[config.mk]
export PLATFORM = sky130hd
export DESIGN_NAME = imm_gen_pipe
export DESIGN_NICKNAME = d
export VERILOG_FILES = /design/src/rtl/imm_gen_pipe.sv
export SDC_FILE = /design/constraint.sdc
export NUM_CORES = 1
export LEC_CHECK = 0
export CORE_UTILIZATION = 47
export CTS_CLUSTER_DIAMETER = 120
export DETAILED_ROUTE_END_ITERATION = 8
export GPL_TIMING_DRIVEN = 0
export MAX_ROUTING_LAYER = met4
export PLACE_DENSITY = 0.77
export SKIP_CTS_REPAIR_TIMING = 1
export SYNTH_ARGS = -nofsm -noshare
export SYNTH_HDL_FRONTEND = slang
export SYNTH_SLANG_ARGS = --single-unit
[constraint.sdc]
create_clock -name clk -period 2.6 [get_ports clk]
set_clock_uncertainty 0.05 [all_clocks]
set_input_delay 0.52 -clock clk [delete_from_list [all_inputs] [get_ports clk]]
set_output_delay 0.52 -clock clk [all_outputs]
set_load 0.05 [all_outputs]
[src/rtl/imm_gen_pipe.sv]
// imm_gen_pipe: registered RV32I/RV64I immediate decoder with a 2-entry skid buffer.
// Latency: 1 cycle from input handshake to out_* (when the main slot is free or draining).
// Backpressure: in_ready is a register, low only while the skid entry is occupied; flush kills both entries.
//
// Ports:
//   clk, rst                 rising-edge clock, asynchronous active-high reset
//   in_valid/in_ready        input handshake; in_inst + in_tag captured on acceptance
//   flush                    synchronous kill of both entries and of any same-cycle input
//   out_valid/out_ready      output handshake; out_imm/out_fmt/out_illegal/out_tag held while stalled
module imm_gen_pipe #(
    parameter int XLEN  = 32,
    parameter int TAG_W = 5
) (
    input  logic             clk,
    input  logic             rst,
    input  logic             in_valid,
    output logic             in_ready,
    input  logic [31:0]      in_inst,
    input  logic [TAG_W-1:0] in_tag,
    input  logic             flush,
    output logic             out_valid,
    input  logic             out_ready,
    output logic [XLEN-1:0]  out_imm,
    output logic [2:0]       out_fmt,
    output logic             out_illegal,
    output logic [TAG_W-1:0] out_tag
);

    localparam logic [2:0] F_I     = 3'd0;
    localparam logic [2:0] F_S     = 3'd1;
    localparam logic [2:0] F_B     = 3'd2;
    localparam logic [2:0] F_U     = 3'd3;
    localparam logic [2:0] F_J     = 3'd4;
    localparam logic [2:0] F_SHAMT = 3'd5;
    localparam logic [2:0] F_CSR   = 3'd6;
    localparam logic [2:0] F_NONE  = 3'd7;

    // ---------------- combinational decode ----------------
    logic [XLEN-1:0] w_imm;
    logic [2:0]      w_fmt;
    logic            w_ill;
    logic [31:0]     w_u32;

    // U-type value is formed at 32 bits and then sign-extended from bit 31,
    // which keeps the replication count positive for both XLEN builds.
    assign w_u32 = {in_inst[31:12], 12'b0};

    always_comb begin
        w_imm = '0;
        w_fmt = F_NONE;
        w_ill = 1'b0;
        case (in_inst[6:0])
            7'b0000011, 7'b1100111: begin
                w_fmt = F_I;
                w_imm = {{(XLEN-12){in_inst[31]}}, in_inst[31:20]};
            end
            7'b0010011: begin
                // funct3 001 (SLLI) and 101 (SRLI/SRAI) carry a shift amount
                if (in_inst[13:12] == 2'b01) begin
                    w_fmt = F_SHAMT;
                    if (XLEN == 32)
                        w_imm = {{(XLEN-5){1'b0}}, in_inst[24:20]};
                    else
                        w_imm = {{(XLEN-6){1'b0}}, in_inst[25:20]};
                end else begin
                    w_fmt = F_I;
                    w_imm = {{(XLEN-12){in_inst[31]}}, in_inst[31:20]};
                end
            end
            7'b0100011: begin
                w_fmt = F_S;
                w_imm = {{(XLEN-12){in_inst[31]}}, in_inst[31:25], in_inst[11:7]};
            end
            7'b1100011: begin
                w_fmt = F_B;
                w_imm = {{(XLEN-13){in_inst[31]}}, in_inst[31], in_inst[7],
                         in_inst[30:25], in_inst[11:8], 1'b0};
            end
            7'b0110111, 7'b0010111: begin
                w_fmt = F_U;
                w_imm = {{(XLEN-31){w_u32[31]}}, w_u32[30:0]};
            end
            7'b1101111: begin
                w_fmt = F_J;
                w_imm = {{(XLEN-21){in_inst[31]}}, in_inst[31], in_inst[19:12],
                         in_inst[20], in_inst[30:21], 1'b0};
            end
            7'b1110011: begin
                w_fmt = F_CSR;
                w_imm = {{(XLEN-5){1'b0}}, in_inst[19:15]};
            end
            7'b0110011, 7'b0001111: begin
                w_fmt = F_NONE;
            end
            default: begin
                w_fmt = F_NONE;
                w_ill = 1'b1;
            end
        endcase
    end

    // ---------------- two-entry buffer ----------------
    logic             r_m_vld, r_s_vld, r_in_rdy;
    logic [XLEN-1:0]  r_m_imm, r_s_imm;
    logic [2:0]       r_m_fmt, r_s_fmt;
    logic             r_m_ill, r_s_ill;
    logic [TAG_W-1:0] r_m_tag, r_s_tag;

    logic w_acc, w_main_free, w_to_skid, w_s_vld_nxt;

    assign w_acc       = in_valid && r_in_rdy;
    // main slot can take new content this edge: empty, or its entry leaves
    assign w_main_free = !r_m_vld || out_ready;
    assign w_to_skid   = !flush && !r_s_vld && w_acc && !w_main_free;

    always_comb begin
        w_s_vld_nxt = r_s_vld;
        if (flush)
            w_s_vld_nxt = 1'b0;
        else if (r_s_vld && w_main_free)
            w_s_vld_nxt = 1'b0;
        else if (w_to_skid)
            w_s_vld_nxt = 1'b1;
    end

    always_ff @(posedge clk or posedge rst) begin
        if (rst) begin
            r_m_vld  <= 1'b0;
            r_s_vld  <= 1'b0;
            r_in_rdy <= 1'b1;
            r_m_imm  <= '0;
            r_m_fmt  <= F_NONE;
            r_m_ill  <= 1'b0;
            r_m_tag  <= '0;
            r_s_imm  <= '0;
            r_s_fmt  <= F_NONE;
            r_s_ill  <= 1'b0;
            r_s_tag  <= '0;
        end else begin
            r_s_vld  <= w_s_vld_nxt;
            // ready mirrors the next skid state so it leaves a flop directly
            r_in_rdy <= !w_s_vld_nxt;

            if (flush) begin
                r_m_vld <= 1'b0;
            end else if (w_main_free) begin
                if (r_s_vld) begin
                    r_m_vld <= 1'b1;
                    r_m_imm <= r_s_imm;
                    r_m_fmt <= r_s_fmt;
                    r_m_ill <= r_s_ill;
                    r_m_tag <= r_s_tag;
                end else if (w_acc) begin
                    r_m_vld <= 1'b1;
                    r_m_imm <= w_imm;
                    r_m_fmt <= w_fmt;
                    r_m_ill <= w_ill;
                    r_m_tag <= in_tag;
                end else begin
                    r_m_vld <= 1'b0;
                end
            end

            if (w_to_skid) begin
                r_s_imm <= w_imm;
                r_s_fmt <= w_fmt;
                r_s_ill <= w_ill;
                r_s_tag <= in_tag;
            end
        end
    end

    assign in_ready    = r_in_rdy;
    assign out_valid   = r_m_vld;
    assign out_imm     = r_m_imm;
    assign out_fmt     = r_m_fmt;
    assign out_illegal = r_m_ill;
    assign out_tag     = r_m_tag;

endmodule

==> metrics.yaml, run 1 <==
path_clk_slew_ns: 0.09
grt_pass1_wl_um: 18810
cp-end-kind: "flip-flop"
ys_warn_count: 0
synthTopCellsByArea: "dfrtp_1 (46%), mux2i_1 (8.5%), nand2_1 (6.1%)"
synth_cells: 440
rsz0062_at_grt: "no"
relSlewSlack_pct: 51.63
gp_congestion: 0.8835
vdd_drop_max_v: 0.0002887
setup_viol: 0
dp_slack_ns: -0.1325
fin_nets: 578
vias_per_cell: 5.701
syn_nets: 482
worstPathCellList: "clkdlybuf4s50_1 > clkbuf_1 > nand3_1 > nor2_1 > o21ai_0 > a31oi_1"
timing.hold.ws_ns: 0.4377
pin_count: 85
ant_nets: 0
post_drt_wl_per_cell_um: 17.45
htree_num_levels: 3
synth.cell_area_mm2: 0.004230
clk_path_buf_depth: 2
syn_to_final_growth_pct: 28.93
drcViolationCount: 0
overflow: 0
start_kind: "input pin"
cts_tree: "yes"
grt_pass1_vias: 3783
p_leak_nw: 2.188
synth_commonest_cells: "dfrtp_1 (78), nand2_1 (69), mux2i_1 (36)"
post-route-util_pct: 62.54
dieArea_mm2: 0.009384
finalMaxSlewViolations: 0
yosysSeqAreaShare_pct: 50.49
crit_required_ns: 2.81
power_density_mw_per_mm2: 672.0
setup_ws_ns: 0.1903
track_usage_pct: 25.73
min_period_ns: 2.410
worst_pin_slew_ns: 0.7255
start_util_pct: 48.51
wirelength_um: 11320
n_antenna_cell: 0
arrival_ns: 2.62
min_path_type: "flip-flop to flip-flop"
status: "finished clean"
dpl.hpwl_um: 8558
synth.most_common_cell: "dfrtp_1"
critical_path_class: "input pin to flip-flop"
grt_max_degree: 39
synth_edf_count: 0
syn_area_per_cell_um2: 9.614
worstPathMaxFanout: 10
synthDistinctLibCells: 46
drt_iter0_markers: 178
drtPass1Iterations: 4
synth_seq_cells: 85
cp_slowest_cell: "clkdlybuf4s50_1"
fmax_mhz: 415.0
worstSkewPairLatency_ns: 0.34
fp.dieW_um: 96.87
final_hold_viol_count: 0
ys.flop_type: "dfrtp_1"
synth_async_sr_flop_share_pct: 100.0
fp.dieH_um: 96.87
antenna_found_initial: 0
drive_above_1_share_pct: 9.057
cts_root_buffer: "clkbuf_8"
synth_top_cell_by_area: "dfrtp_1"
port_buffers: 83
rows: 34
design.core.area_mm2: 0.008721
worstPathBufferInverterCount: 2
numCtsBuffers: 9
slowest_delay_ns: 0.58
cpLargestDelayFamily: "buffers and inverters"
clkSinkCount: 85
cap_violations: 0
synth_top_area_share_pct: 46.14
fin_crit_sh_pct: 92.68
num_vias: 3700
-- per-stage QoR --
stage               area [um^2]  cells  total power, mW  setup TNS [ns]
finish                     5454    649            3.665               0
global route               5454    649            3.835               0
CTS                        5454    649            3.685               0
detailed placement         5240    633            2.671          -1.477
global placement           5200    631            2.630          -1.188
floorplan                  4234    440            2.300               0
-- state kept, by name, summed over array words and instances (netlist names) --
name	count
out_illegal	1
r_s_ill	1
r_s_tag	5
r_s_imm	32
in_ready	1
out_imm	32
out_fmt	3
r_s_vld	1
out_tag	5
r_s_fmt	3
out_valid	1
-- path summary, 6_finish.rpt --
| kind | cells past startpoint | slack, ns | to | startpoint |
|---|---|---|---|---|
| worst min-delay path | 2 | 0.44 | r_s_imm[6] | r_s_imm[6] |
| worst max-delay path | 6 | 0.19 | out_imm[13] | in_inst[3] |
| worst min register to register | 2 | 0.44 | r_s_imm[6] | r_s_imm[6] |
| max in group asynchronous | 3 | 1.39 | out_fmt[0] | rst |
| worst max register to register | 5 | 0.41 | out_imm[13] | r_s_vld |
| min in group asynchronous | 2 | 0.50 | out_imm[20] | rst |
-- power by group --
part / leakage [nW] / switching [mW] / internal [mW]
combinational: 1.02 / 0.605 / 0.385
sequential: 1.06 / 0.109 / 1.54
clock: 0.107 / 0.481 / 0.542
total: 2.19 / 1.19 / 2.47
-- worst reg2reg max path: cells and delay by family, from the launching register on --
family          cells  cell delay (ns)
buf+inv             2             0.65
compound gates      1             0.16
flops               1             0.37
simple gates        2             0.80
-- cell usage in the layout, fill, tap and decap left out, types with 2 or more instances in the layout --
cell type         n
a21oi_1          26
buf_12            2
inv_1             4
nand3_1          12
o211ai_1          8
bufinv_16         2
clkbuf_8          9
dfrtp_1          78
o21ai_1          10
a31oi_1          22
buf_4             2
and2_1           10
o32ai_1           2
o21ai_0          24
nor2b_1           5
nor2_1           29
buf_6             2
clkdlybuf4s50_1  83
buf_2            14
or3_1             2
nor4_1            2
nand2b_1         24
a2bb2oi_1         5
clkbuf_1         12
nor3_1            5
nand4_1           2
a22oi_1           5
a32o_1            2
and3_1            3
clkinvlp_4        2
nand2_1          69
clkinv_2          2
dfstp_2           7
mux2i_1          36
-- area by class of cell --
type	instances	area (um^2)
clock buffer	10	127.6
sequential	85	2136
clock inverter	6	86.33
inverter	5	22.52
fill	745	3267
buffer	30	152.6
tap	108	135.1
multi-input combinational	320	1923
timing repair buffer	85	870.8
-- kinds of logic after synthesis --
| kind of cell | after synthesis | share of synthesized area, % |
|---|---|---|
| compound gates | 111 | 16.50 |
| simple gates | 172 | 20.17 |
| flops | 85 | 50.49 |
| buf+inv | 35 | 4.052 |
| mux | 37 | 8.784 |
-- routing by layer --
| layer | vias up | routed length, um | track usage, % | share of wire, % |
|---|---|---|---|---|
| met1 | 1822 | 4942 | 33.54 | 44 |
| met4 | 0 | 200 | 9.529 | 1.8 |
| met2 | 114 | 5689 | 41.77 | 50 |
| met5 | - | 0 | - | 0 |
| met3 | 16 | 489 | 2.673 | 4.3 |
| li1 | 1748 | - | - | - |
(Power assumes the default switching activity.)
==> run 2, diff against run 1 <==
--- a/config.mk
+++ b/config.mk
@@ -8,7 +8,6 @@
 export CORE_UTILIZATION = 47
 export CTS_CLUSTER_DIAMETER = 120
 export DETAILED_ROUTE_END_ITERATION = 8
-export GPL_TIMING_DRIVEN = 0
 export MAX_ROUTING_LAYER = met4
 export PLACE_DENSITY = 0.77
 export SKIP_CTS_REPAIR_TIMING = 1
==> metrics.yaml, run 2 (synthesis results as in run 1) <==
final_common_cell: "clkdlybuf4s50_1"  # unchanged
fin_nets: 569  # was 578
design.core.area_mm2: 0.008721  # unchanged
cap_violations: 0  # unchanged
port_buffers: 84  # was 83
path_clk_slew_ns: 0.09  # about the same
timing.rr.end: "r_s_imm[26]"  # was out_imm[13]
dp_slack_ns: -0.1393  # was -0.1325 ns
worstSkewPairLatency_ns: 0.35  # was 0.34 ns
min_period_ns: 2.409  # was 2.410 ns
rows: 34  # unchanged
layout_common_cells: "clkdlybuf4s50_1 (84), dfrtp_1 (78), nand2_1 (69), mux2i_1 (36), nor2_1 (28)"  # was clkdlybuf4s50_1 (83), dfrtp_1 (78), nand2_1 (69), mux2i_1 (36), nor2_1 (29)
worstReg2RegStart: "in_ready"  # was r_s_vld
final_hold_viol_count: 0  # unchanged
vdd_drop_max_v: 0.0002876  # was 0.0002887 V
antenna_found_initial: 0  # unchanged
power_density_mw_per_mm2: 659.0  # was 672.0 mW/mm^2
cp-end-kind: "flip-flop"  # unchanged
critPathLaunch: "in_inst[6]"  # was in_inst[3]
start_util_pct: 48.51  # unchanged
htree_num_levels: 3  # unchanged
post_drt_wl_per_cell_um: 16.73  # was 17.45 um
ant_nets: 0  # unchanged
overflow: 0  # unchanged
clkSinkCount: 85  # unchanged
cts_root_buffer: "clkbuf_8"  # unchanged
grt_pass1_wl_um: 17920  # was 18,810 um
p_leak_nw: 2.193  # was 2.188 nW
fmax_mhz: 415.2  # was 415.0 MHz
dpl.hpwl_um: 7724  # was 8558 um
fp.dieH_um: 96.87  # unchanged
rsz0062_at_grt: "no"  # unchanged
vias_per_cell: 5.655  # was 5.701
p_total_mw: 3.607  # was 3.665 mW
fp.dieW_um: 96.87  # unchanged
status: "finished clean"  # unchanged
worst_pin_slew_ns: 1.171  # was 0.7255 ns
hold_start: "r_s_imm[6]"  # unchanged
crit_required_ns: 2.73  # was 2.81 ns
grt_max_degree: 38  # was 39
drtPass1Iterations: 4  # unchanged
pin_count: 85  # unchanged
relSlewSlack_pct: 21.57  # was 51.63%
drcViolationCount: 0  # unchanged
place_area_mm2: 0.005268  # was 0.005240 mm^2
num_vias: 3619  # was 3,700
grt_pass1_vias: 3612  # was 3,783
finalNonFillerCells: 640  # was 649
fin_crit_sh_pct: 92.64  # was 92.68%
drive_above_1_share_pct: 10.15  # was 9.057%
clk_path_buf_depth: 2  # unchanged
setup_viol: 0  # unchanged
timing.hold.ws_ns: 0.4366  # was 0.4377 ns
dpl.cell_count: 624  # was 633
start_kind: "input pin"  # unchanged
numCtsBuffers: 9  # unchanged
final_area_mm2: 0.005474  # was 0.005454 mm^2
critical_path_class: "input pin to flip-flop"  # unchanged
gp_congestion: 0.9348  # was 0.8835
setup_ws_ns: 0.1914  # was 0.1903 ns
reg2reg_depth: 5  # unchanged
min_path_type: "flip-flop to flip-flop"  # unchanged
n_antenna_cell: 0  # unchanged
dieArea_mm2: 0.009384  # unchanged
track_usage_pct: 24.48  # was 25.73%
cp-endpoint: "out_imm[28]"  # was out_imm[13]
num-fill-cells: 740  # was 745
finalMaxSlewViolations: 0  # unchanged
drt_iter0_markers: 194  # was 178
arrival_ns: 2.54  # was 2.62 ns
wirelength_um: 10710  # was 11,320 um
syn_to_final_growth_pct: 29.40  # was 28.93%
post-route-util_pct: 62.77  # was 62.54%
rrSetupSlack_ns: 0.73  # was 0.41 ns
cts_tree: "yes"  # unchanged
worstPathMaxFanout: 11  # was 10
setup-tns-final_ns: 0  # unchanged
run 2: critical path, cell delays in order:
cell and delay (ns):
clkdlybuf4s50_1 0.59, nor2b_1 0.27, a2111oi_4 0.07, a31oi_1 0.89
a31oi_1 0.19
run 2: how the worst min path moves through the flow:
stage | endpoint | slack (ns) | depth (start not counted)
after floorplan | r_s_imm[31] | 0.39 | 2
after detailed placement | r_s_tag[4] | 0.42 | 2
final | r_s_imm[6] | 0.44 | 2
after CTS | r_s_imm[8] | 0.44 | 2
after global routing | r_s_imm[6] | 0.45 | 2
after global placement | r_s_imm[31] | 0.40 | 2
run 2: cell type report:
cell class / instances / area (um^2) / share of cell area [%]
inverter: 5 / 22.52 / 0.4114
timing repair buffer: 106 / 1044 / 19.06
sequential: 85 / 2136 / 39.02
clock buffer: 10 / 137.6 / 2.514
tap: 108 / 135.1 / 2.469
multi-input combinational: 320 / 1931 / 35.27
clock inverter: 6 / 68.82 / 1.257
run 2: power by group:
part           internal, mW  leakage (nW)  switching (mW)
combinational         0.390          1.03           0.601
clock                 0.477         0.103           0.487
sequential             1.54          1.06           0.109
run 2: layer usage:
metal	wire [um]	share of wire [%]	track usage (%)
met4	88	0.82	7.003
met2	5347	50	39.71
met1	4736	44	32.16
met3	538	5.0	3.540
met5	0	0	-
